### src/rtl/io_pkg.sv
// Shared constants for the MEM-stage I/O responder: region base, register byte offsets
// and TCTRL bit positions.
package io_pkg;

    localparam logic [23:0] IO_BASE = 24'hFFFFFF;

    localparam logic [7:0] IO_SW     = 8'h80;
    localparam logic [7:0] IO_KEY    = 8'h84;
    localparam logic [7:0] IO_LED    = 8'h88;
    localparam logic [7:0] IO_HEX    = 8'h8C;
    localparam logic [7:0] IO_CYCLE  = 8'h90;
    localparam logic [7:0] IO_TCTRL  = 8'h94;
    localparam logic [7:0] IO_TLOAD  = 8'h98;
    localparam logic [7:0] IO_TCOUNT = 8'h9C;

    localparam int unsigned TC_EN   = 0;
    localparam int unsigned TC_AUTO = 1;
    localparam int unsigned TC_EXP  = 2;

endpackage

### src/rtl/io_timer.sv
// Down-counting timer: TLOAD, TCOUNT and TCTRL (EN/AUTO/EXP) with expiry and auto-reload.
module io_timer
    import io_pkg::*;
(
    input  logic        clock,
    input  logic        resetn,
    input  logic        i_wr_tctrl,
    input  logic        i_wr_tload,
    input  logic [31:0] i_wdata,
    output logic [2:0]  o_tctrl,
    output logic [31:0] o_tload,
    output logic [31:0] o_tcount
);

    logic        r_en;
    logic        r_auto;
    logic        r_exp;
    logic [31:0] r_tload;
    logic [31:0] r_tcount;

    logic        w_expire;
    logic        w_en_nxt;
    logic        w_auto_nxt;
    logic        w_exp_nxt;
    logic [31:0] w_tcount_nxt;

    always_comb begin
        w_expire = r_en && (r_tcount == '0);

        // A TLOAD write overrides whatever the counter would have done this edge.
        w_tcount_nxt = r_tcount;
        if (i_wr_tload) begin
            w_tcount_nxt = i_wdata;
        end else if (r_en) begin
            if (r_tcount != '0) begin
                w_tcount_nxt = r_tcount - 32'd1;
            end else if (r_auto) begin
                w_tcount_nxt = r_tload;
            end
        end

        w_en_nxt   = r_en;
        w_auto_nxt = r_auto;
        if (i_wr_tctrl) begin
            w_en_nxt   = i_wdata[TC_EN];
            w_auto_nxt = i_wdata[TC_AUTO];
        end else if (w_expire && !r_auto) begin
            w_en_nxt = 1'b0;
        end

        w_exp_nxt = w_expire | (r_exp & ~(i_wr_tctrl & i_wdata[TC_EXP]));
    end

    always_ff @(posedge clock or negedge resetn) begin
        if (!resetn) begin
            r_en     <= 1'b0;
            r_auto   <= 1'b0;
            r_exp    <= 1'b0;
            r_tload  <= '0;
            r_tcount <= '0;
        end else begin
            r_en     <= w_en_nxt;
            r_auto   <= w_auto_nxt;
            r_exp    <= w_exp_nxt;
            r_tcount <= w_tcount_nxt;
            if (i_wr_tload) begin
                r_tload <= i_wdata;
            end
        end
    end

    always_comb begin
        o_tctrl          = '0;
        o_tctrl[TC_EN]   = r_en;
        o_tctrl[TC_AUTO] = r_auto;
        o_tctrl[TC_EXP]  = r_exp;
    end

    assign o_tload  = r_tload;
    assign o_tcount = r_tcount;

endmodule

### src/rtl/pipe_io_responder.sv
// Memory-mapped I/O register file on the MEM-stage data bus (switches, keys, LEDs, hex, cycle
// counter). The timer block at 0x94-0x9C exists only when IO_TIMER_EN is defined.
module pipe_io_responder
    import io_pkg::*;
#(
    parameter int unsigned SW_W  = 10,
    parameter int unsigned KEY_W = 4
) (
    input  logic              clock,
    input  logic              resetn,
    input  logic              mwmem,
    input  logic [31:0]       malu,
    input  logic [31:0]       mb,
    output logic              io_sel,
    output logic [31:0]       io_rdata,
    input  logic [SW_W-1:0]   sw,
    input  logic [KEY_W-1:0]  key,
    output logic [SW_W-1:0]   led,
    output logic [23:0]       hex,
    output logic              timer_irq
);

    logic [SW_W-1:0]  r_sw_s1;
    logic [SW_W-1:0]  r_sw_s2;
    logic [KEY_W-1:0] r_key_s1;
    logic [KEY_W-1:0] r_key_s2;
    logic [KEY_W-1:0] r_kflag;
    logic [SW_W-1:0]  r_led;
    logic [23:0]      r_hex;
    logic [31:0]      r_cycle;

    logic [5:0]       w_idx;
    logic             w_wr;
    logic [KEY_W-1:0] w_key_rise;
    logic [2:0]       w_tctrl;
    logic [31:0]      w_tload;
    logic [31:0]      w_tcount;
    logic             w_unused;

    assign io_sel = (malu[31:8] == IO_BASE);
    assign w_idx  = malu[7:2];
    assign w_wr   = mwmem & io_sel;

    // Key is active-low: s2 still released while s1 already pressed means the press becomes
    // visible at this edge, so the sticky flag is set together with it.
    assign w_key_rise = r_key_s2 & ~r_key_s1;

    always_ff @(posedge clock or negedge resetn) begin
        if (!resetn) begin
            r_sw_s1  <= '0;
            r_sw_s2  <= '0;
            r_key_s1 <= '1;
            r_key_s2 <= '1;
            r_kflag  <= '0;
            r_led    <= '0;
            r_hex    <= '0;
            r_cycle  <= '0;
        end else begin
            r_sw_s1  <= sw;
            r_sw_s2  <= r_sw_s1;
            r_key_s1 <= key;
            r_key_s2 <= r_key_s1;
            r_cycle  <= r_cycle + 32'd1;
            if (w_wr && w_idx == IO_KEY[7:2]) begin
                r_kflag <= (r_kflag & ~mb[2*KEY_W-1:KEY_W]) | w_key_rise;
            end else begin
                r_kflag <= r_kflag | w_key_rise;
            end
            if (w_wr && w_idx == IO_LED[7:2]) begin
                r_led <= mb[SW_W-1:0];
            end
            if (w_wr && w_idx == IO_HEX[7:2]) begin
                r_hex <= mb[23:0];
            end
        end
    end

`ifdef IO_TIMER_EN
    io_timer u_timer (
        .clock      (clock),
        .resetn     (resetn),
        .i_wr_tctrl (w_wr && w_idx == IO_TCTRL[7:2]),
        .i_wr_tload (w_wr && w_idx == IO_TLOAD[7:2]),
        .i_wdata    (mb),
        .o_tctrl    (w_tctrl),
        .o_tload    (w_tload),
        .o_tcount   (w_tcount)
    );
`else
    assign w_tctrl  = '0;
    assign w_tload  = '0;
    assign w_tcount = '0;
`endif

    always_comb begin
        io_rdata = '0;
        if (io_sel) begin
            case (w_idx)
                IO_SW[7:2]:     io_rdata = 32'(r_sw_s2);
                IO_KEY[7:2]:    io_rdata = 32'({r_kflag, ~r_key_s2});
                IO_LED[7:2]:    io_rdata = 32'(r_led);
                IO_HEX[7:2]:    io_rdata = 32'(r_hex);
                IO_CYCLE[7:2]:  io_rdata = r_cycle;
                IO_TCTRL[7:2]:  io_rdata = 32'(w_tctrl);
                IO_TLOAD[7:2]:  io_rdata = w_tload;
                IO_TCOUNT[7:2]: io_rdata = w_tcount;
                default:        io_rdata = '0;
            endcase
        end
    end

    assign led       = r_led;
    assign hex       = r_hex;
    assign timer_irq = w_tctrl[TC_EXP];

    // Byte-lane bits and store-data bits that no register consumes.
    assign w_unused = ^{malu[1:0], mb};

endmodule

### config.mk
export PLATFORM = sky130hd
export DESIGN_NAME = pipe_io_responder
export DESIGN_NICKNAME = d
export VERILOG_FILES = /design/src/rtl/io_pkg.sv /design/src/rtl/io_timer.sv /design/src/rtl/pipe_io_responder.sv
export SDC_FILE = /design/constraint.sdc
export NUM_CORES = 1
export LEC_CHECK = 0
export BUFFER_PORTS_ARGS = -buffer_cell sky130_fd_sc_hd__buf_2
export CAP_MARGIN = 20
export CORE_ASPECT_RATIO = 1.4
export CORE_UTILIZATION = 50
export DETAILED_ROUTE_END_ITERATION = 8
export PLACE_DENSITY_LB_ADDON = 0.3
export SYNTH_ARGS = -nofsm -noshare
export SYNTH_HDL_FRONTEND = slang
export SYNTH_SLANG_ARGS = --single-unit
export TNS_END_PERCENT = 5
### constraint.sdc
create_clock -name clock -period 2.3 [get_ports clock]
set_clock_uncertainty 0.15 [all_clocks]
set_input_delay 0.46 -clock clock [delete_from_list [all_inputs] [get_ports clock]]
set_output_delay 0.46 -clock clock [all_outputs]
set_load 0.01 [all_outputs]
=== Yosys cells after proc, flatten, opt, wreduce, memory -nomap -nowiden ===
Index checks and enable logic that the tools add are counted.

* Flip-flop bits (word level): 98
* Input bits: 81
* Output and inout port bits: 68
* Word-level logic and storage cells: 29

* Add/sub/neg operators: 1
* Equal/unequal tests: 6
* Muxes and demuxes: 3
* Bitwise gates (word level): 8
* Reductions and logical operators: 3

{| class="wikitable"
|+ Operators with widths
! cell !! count
|-
| 32-bit one-hot mux with 5 select lines || 1
|-
| 32-bit by 1-bit adder with 32-bit output (second input constant) || 1
|-
| 32-bit 2-to-1 mux || 1
|-
| 6-bit equality test (second input constant) || 5
|-
| 24-bit equality test (second input constant) || 1
|-
| 4-bit inverter || 3
|-
| 4-bit AND || 2
|-
| 4-bit bitwise OR || 2
|-
| 4-bit 2-to-1 mux || 1
|-
| 1-bit logical AND || 3
|-
| 1-bit AND || 1
|}

=== Logic depth before layout (Yosys ltp) ===
Gate-level depths: netlist of the first run.

* Word-level depth: 4
* Depth in mapped cells: 6

=== Least setup slack after synthesis of the first run ===
No wires, ideal clock.

* Kind: input-to-output
* Start: input port malu[5]
* End: output port io_rdata[14]
* Arrival time: 1.672 ns
* Required time: 1.690 ns
* Setup slack: 0.018 ns
* Stages: 6
* Buffers on the path: 2
* Cells stage by stage: nor4b_4 -> and3_1 -> buf_2 -> clkbuf_1 -> a22oi_1 -> nor2_1

* Longest elaborated chain between the ends: 3
* Elaborated cells on any way between the ends: 7
* Those cells by class: 5 x eq/ne; 2 x mux

{| class="wikitable"
|+ RTL lines
! element !! RTL line !! text
|-
| start: declaration || pipe_io_responder.sv:12 || <nowiki>input logic [31:0] malu,</nowiki>
|-
| 6-bit equality test || pipe_io_responder.sv:98 || <nowiki>case (w_idx)</nowiki>
|-
| 32-bit one-hot mux with 5 select lines * || pipe_io_responder.sv:98 ||
|-
| 32-bit 2-to-1 mux * || pipe_io_responder.sv:97 || <nowiki>if (io_sel) begin</nowiki>
|-
| end: declaration || pipe_io_responder.sv:15 || <nowiki>output logic [31:0] io_rdata,</nowiki>
|}

Every way passes the cells marked *; elsewhere a longest branch is shown, timed or not.

=== Worst setup path in the final report of the first run ===
* Start: input port malu[26]
* End: output port io_rdata[5]

* Longest elaborated chain between the ends: 2

{| class="wikitable"
|+ RTL lines
! element !! RTL line !! text
|-
| 24-bit equality test || pipe_io_responder.sv:40 || <nowiki>assign io_sel = (malu[31:8] == IO_BASE);</nowiki>
|-
| 32-bit 2-to-1 mux || pipe_io_responder.sv:97 ||
|}

No other way between the ends.

==> results of run 1 <==
## metal layers
layer  share of wire [%]  vias up  wire, µm  track usage, %
met5                   0        -         0               0
met4                 1.5        0       153           7.143
met3                 4.7       11       489           4.836
met2                  55      106      5704           42.77
met1                  39     1693      4085           28.89
li1                    -     1605         -               -
## cells in the final DEF (no fill, tap or decap), drive strengths merged, types with 2 or more instances in the layout
| master | n |
|---|---|
| clkbuf | 10 |
| a32oi | 2 |
| a21oi | 10 |
| xor2 | 6 |
| nor2 | 26 |
| dfstp | 8 |
| a221o | 4 |
| nor2b | 9 |
| xnor2 | 24 |
| mux2i | 4 |
| mux2 | 40 |
| nand4 | 19 |
| buf | 167 |
| a22o | 4 |
| nor4 | 3 |
| o21ai | 4 |
| bufinv | 2 |
| and3 | 13 |
| nand2 | 16 |
| inv | 8 |
| nor3 | 3 |
| and4 | 2 |
| a22oi | 22 |
| dfrtp | 90 |
| clkinv | 4 |
| nand3 | 15 |
## power by group through the flow
stage | sequential [mW] | clock [mW] | combinational, mW
6_report | 1.76 | 1.60 | 0.168
5_1_grt | 1.76 | 1.69 | 0.186
4_1_cts | 1.76 | 1.62 | 0.161
3_5_place_dp | 1.80 | 0 | 0.156
3_3_place_gp | 1.79 | 0 | 0.151
2_1_floorplan | 1.79 | 0 | 0.0327
## through the flow
step                setup TNS, ps  total power, mW
global placement           -584.1            1.945
finish                     -260.3            3.532
detailed placement          -1782            1.951
global route                -1323            3.644
CTS                        -99.90            3.547
floorplan                       0            1.825
## logic make-up (layout without fill, tap and decap cells)
kind of cell	count (synthesis)	count (layout)	share of synthesized area, %
AND/OR/NAND/NOR	111	111	14.91
flip-flops	98	98	57.08
AO/OA/AOI/OAI	47	47	7.773
multiplexers	44	44	11.37
XOR/XNOR	30	30	6.090
buffers and inverters	22	192	2.407
adder cells (fa/ha/maj)	1	1	0.2900
other	1	1	0.08692
## worst max-delay path by stage
stage                   endpoint  slack [ps]  startpoint  depth (start not counted)
floorplan           io_rdata[14]          20     malu[5]                          6
global placement     io_rdata[8]         -50     malu[2]                          7
global route         io_rdata[1]        -110    malu[26]                          7
detailed placement   io_rdata[8]         -90     malu[2]                          7
finish               io_rdata[5]         -40    malu[26]                          7
CTS                  io_rdata[5]         -30    malu[28]                          7
## registers in the layout (all words and copies together), names as in the netlist
register	cells
r_sw_s2	10
r_key_s1	4
r_sw_s1	10
r_kflag	4
r_cycle	32
led	10
hex	24
r_key_s2	4
## worst max-delay path, cell delays in order
cell	delay [ps]
buf_6	60
nand4_1	140
nor4_4	400
o211ai_1	190
buf_4	210
a21oi_2	110
buf_2	140
## what timing repair did
item / CTS / global route
setup endpoints to repair: 32 / 32
setup buffers: 1 / 3
hold buffers: 1 / 0
pin swaps: 1 / 10
resized for setup: 8 / 25
hold endpoints to repair: 37 / 0
## cell type report
| cell class | count | area [µm²] | share of cell area, % |
|---|---|---|---|
| clock buffers | 10 | 239.0 | 4.118 |
| clock inverters | 6 | 80.08 | 1.380 |
| inverters | 8 | 30.03 | 0.5175 |
| multi-input cells | 234 | 1804 | 31.09 |
| flip-flops and latches | 98 | 2462 | 42.43 |
| well taps | 102 | 127.6 | 2.199 |
| repair buffers | 168 | 1060 | 18.26 |
==> results.ini, run 1 <==
[hold_path]
hold_path_class = primary input to flop
holdPathEnd = r_key_s1[2]$_DFF_PN1_
hp-start = key[2]
min_path_cells = 1

[status]
violations = negative setup slack
status = finished with violations

[global_route]
grt_pass1_wl_um = 16480
grt_usage_pct = 24.09
grt_overflow_total = 0
antenna_found_initial = 0
grt_pass1_vias = 3468
grt_max_degree = 46

[power_and_ir_drop]
p_clk_share_pct = 45.3
p_sw_share_pct = 20.44
combPwrFrac_pct = 4.8
p_sw_mw = 0.7221
ir_worst_vdd_mv = 0.5283
p_leak_nw = 2.967
power_density_nw_per_um2 = 608.7
seqPwrFrac_pct = 50.0
internal_power_mw = 2.810

[floorplan]
rows = 39
start_util_pct = 52.31
die_w_um = 80.51
die_y_um = 111.9
dieArea_um2 = 9009
core-area_um2 = 8247
io_pins = 149

[sta]
hold_violations = 0
hold_ws_ps = 63.36
final-max-slew-violation-count = 0
relSlewSlack_pct = 57.85
layout_min_cycle_time_ps = 2339
max_freq_ghz = 0.4275
setup_viol = 9
tightest_slew_ps = 627.6
setup_slack_ps = -38.92
fin_crit_sh_pct = 101.7
rsz0062_at_grt = yes

[detailed_routing]
wl_per_cell_um = 16.67
vias = 3415
drt-total-wl_um = 10430
first_pass_iters = 4
vias_per_cell = 5.455
ant_nets = 0
drc = 0
first_iter_violations = 128

[place]
place_inst = 605
place_ws_ps = -91.55
gp_congestion = 0.7957
dp_hpwl_um = 7507
place_area_um2 = 5326
port_buffers = 137

[synthesis]
synth_edf_count = 0
synth-seq-cells = 98
netlist-cell-type-count = 39
synth.most_common_cell = dfrtp_1
yosys_warnings = 0
synth_flop_cell = dfrtp_1
synthCells = 354
synth_nets = 436
synth_top_area_share_pct = 52.20
syn_avg_cell_area_um2 = 12.19
ys_seq_area_share_pct = 57.08
synthTopCellsByArea = dfrtp_1, mux2_1, mux2_2
synth_common_cells = dfrtp_1, nor2_1, xnor2_1, a22oi_1
async_flop_share_pct = 100.0
syn_area_um2 = 4314
yosys.area.top_type = dfrtp_1

[clock_network]
clock_sinks = 98
h-tree-depth = 3
cts_tree = done
clk_pin_slew_worst_paths_ps = 60
clk_latency_ps = 340
cts_root_buffer = clkbuf_16
cts_buffers = 9
clockBufferDepth = 2

[setup_path]
critPathKind = primary input to output pin
reg2reg_depth = 4
cp-end-kind = output pin
rrSetupSlack_ps = 280
start_kind = primary input
crit_fanout = 7
critical_path_required_ps = 1690
arrival_ps = 1730
r2r-start = r_cycle[6]$_DFF_PN0_
reg2reg_to = r_cycle[31]$_DFF_PN0_

[layout]
final_area_um2 = 5803
layout.cells.non_filler = 626
area.growth.synth_to_final_pct = 34.51
final_core_util_pct = 70.37
n_antenna_cell = 0
nFillCells = 595
drive_above_1_share_pct = 44.47
final_nets = 601

[run]
cap_violations = 0

(Power assumes the default switching activity.)
==> inputs of run 2 (changes only) <==
--- a/constraint.sdc
+++ b/constraint.sdc
@@ -4,2 +4,2 @@
 set_output_delay 0.46 -clock clock [all_outputs]
-set_load 0.01 [all_outputs]
+set_load 0.005 [all_outputs]
==> run 2 against run 1 <==
The run ends with negative hold slack, negative setup slack left. Sequential power about the same. Fmax rose by 0.44%. Global-route usage rose by 0.21 points. Register-to-register slack got worse by 20 ps. Critical path type unchanged. Largest power group unchanged. Routed wire length is 0.95% lower. Clock power down 6%. Core utilization fell by 0.94 points. First-iteration DRC count is 24% higher.
==> results.ini, run 2 (synthesis gave the netlist of run 1 again) <==
[layout]
final_core_util_pct = 69.43
final_nets = 596
layout_common_cells = buf_2, dfrtp_1, nor2_1, xnor2_1, a22oi_1
layout_commonest_cell = buf_2
n_antenna_cell = 0
area.growth.synth_to_final_pct = 32.71
drive_above_1_share_pct = 42.77
largest_register = r_cycle
largest_reg_flops = 32

[floorplan]
rows = 39
start_util_pct = 52.31
io_pins = 149
die_w_um = 80.51
die_y_um = 111.9
dieArea_um2 = 9009
core-area_um2 = 8247

[setup_path]
start_kind = primary input
cp-end-kind = output pin
worstSetupPathDepth = 7
critical_path_required_ps = 1690
arrival_ps = 1720
reg2reg_depth = 4
crit_fanout = 7
critPathKind = primary input to output pin
crit_family = simple AND/OR/NAND/NOR gates
critPathBufInv = 3
critPathSlowestCell = nor4_4
crit_chain = buf_6 > nand4_1 > nor4_4 > o211ai_1 > buf_4 > a21oi_2 > buf_2
slowest_delay_ps = 410

[clock_network]
clk_latency_ps = 330
clockBufferDepth = 2
h-tree-depth = 3
ctsHoldBuffers = 0
clk_pin_slew_worst_paths_ps = 60
cts_buffers = 9
cts_root_buffer = clkbuf_16
cts_tree = done
clock_sinks = 98

[global_route]
grt_overflow_total = 0
grt_pass1_wl_um = 16610
grt_pass1_vias = 3484
grt_usage_pct = 24.30
antenna_found_initial = 0
grt_max_degree = 48

[detailed_routing]
vias_per_cell = 5.491
first_pass_iters = 4
wl_per_cell_um = 16.64
vias = 3410
first_iter_violations = 159
drc = 0
ant_nets = 0
drt-total-wl_um = 10330

[sta]
rsz0062_at_grt = yes
final-max-slew-violation-count = 0
tightest_slew_ps = 625.4
fin_crit_sh_pct = 101.2
hold_violations = 3
max_freq_ghz = 0.4294
layout_min_cycle_time_ps = 2329
setup_slack_ps = -28.58
setup_viol = 5
relSlewSlack_pct = 57.99
hold_ws_ps = -8.224

[place]
place_ws_ps = -32.91
dp_hpwl_um = 7487
gp_congestion = 0.8189
port_buffers = 137

[power_and_ir_drop]
p_leak_nw = 2.924
ir_worst_vdd_mv = 0.4579
finalPower_mw = 3.428
power_density_nw_per_um2 = 598.7

[run]
cap_violations = 0

[hold_path]
hold_path_class = primary input to async pin

[status]
violations = negative hold slack, negative setup slack
status = finished with violations

[run 2: power by group]
part | total (mW) | switching [mW] | leakage [nW] | internal [mW]
combinational | 0.164 | 0.0840 | 1.52 | 0.0803
sequential | 1.76 | 0.00998 | 1.26 | 1.75
clock | 1.50 | 0.597 | 0.147 | 0.902
total | 3.43 | 0.691 | 2.92 | 2.74
[run 2: area by class of cell]
cell class / instances / area, µm²
Multi-Input combinational cell: 234 / 1787
Timing Repair Buffer: 163 / 1020
Inverter: 8 / 30.03
Clock inverter: 2 / 35.03
Sequential cell: 98 / 2462
Clock buffer: 14 / 264.0
Fill cell: 637 / 2521
Tap cell: 102 / 127.6
[run 2: stage by stage]
stage	area (µm²)	TNS, ps	cells
after floorplan	4314	0	354
after global placement	5331	-255.0	604
after detailed placement	5331	-136.3	604
after CTS	5634	-131.6	620
after global routing	5725	-814.0	621
final	5725	-92.53	621
[run 2: routing by layer]
layer | track usage, % | vias up | part of all wire, %
met5 | 0 | - | 0
met4 | 8.452 | 0 | 1.6
met3 | 4.918 | 14 | 5.1
met2 | 43.39 | 109 | 55
met1 | 28.28 | 1692 | 38
li1 | - | 1595 | -
[run 2: worst paths after layout]
path | startpoint | to | slack (ps)
min in group clock | key[1] | r_key_s1[1]$_DFF_PN1_ | 70
worst min register to register | r_sw_s1[9]$_DFF_PN0_ | r_sw_s2[9]$_DFF_PN0_ | 200
worst max-delay path | malu[26] | io_rdata[3] | -30
worst max register to register | r_cycle[5]$_DFF_PN0_ | r_cycle[27]$_DFF_PN0_ | 260
worst min-delay path | resetn | led[2]$_DFFE_PN0P_ | -8
max in group asynchronous | resetn | hex[16]$_DFFE_PN0P_ | 1430
[run 2: what timing repair did]
item / CTS / global route
endpoints found under the setup margin: 24 / 32
setup buffers: 0 / 1
cloned: 0 / 0
pin swaps: 0 / 4
gates resized for setup: 2 / 23
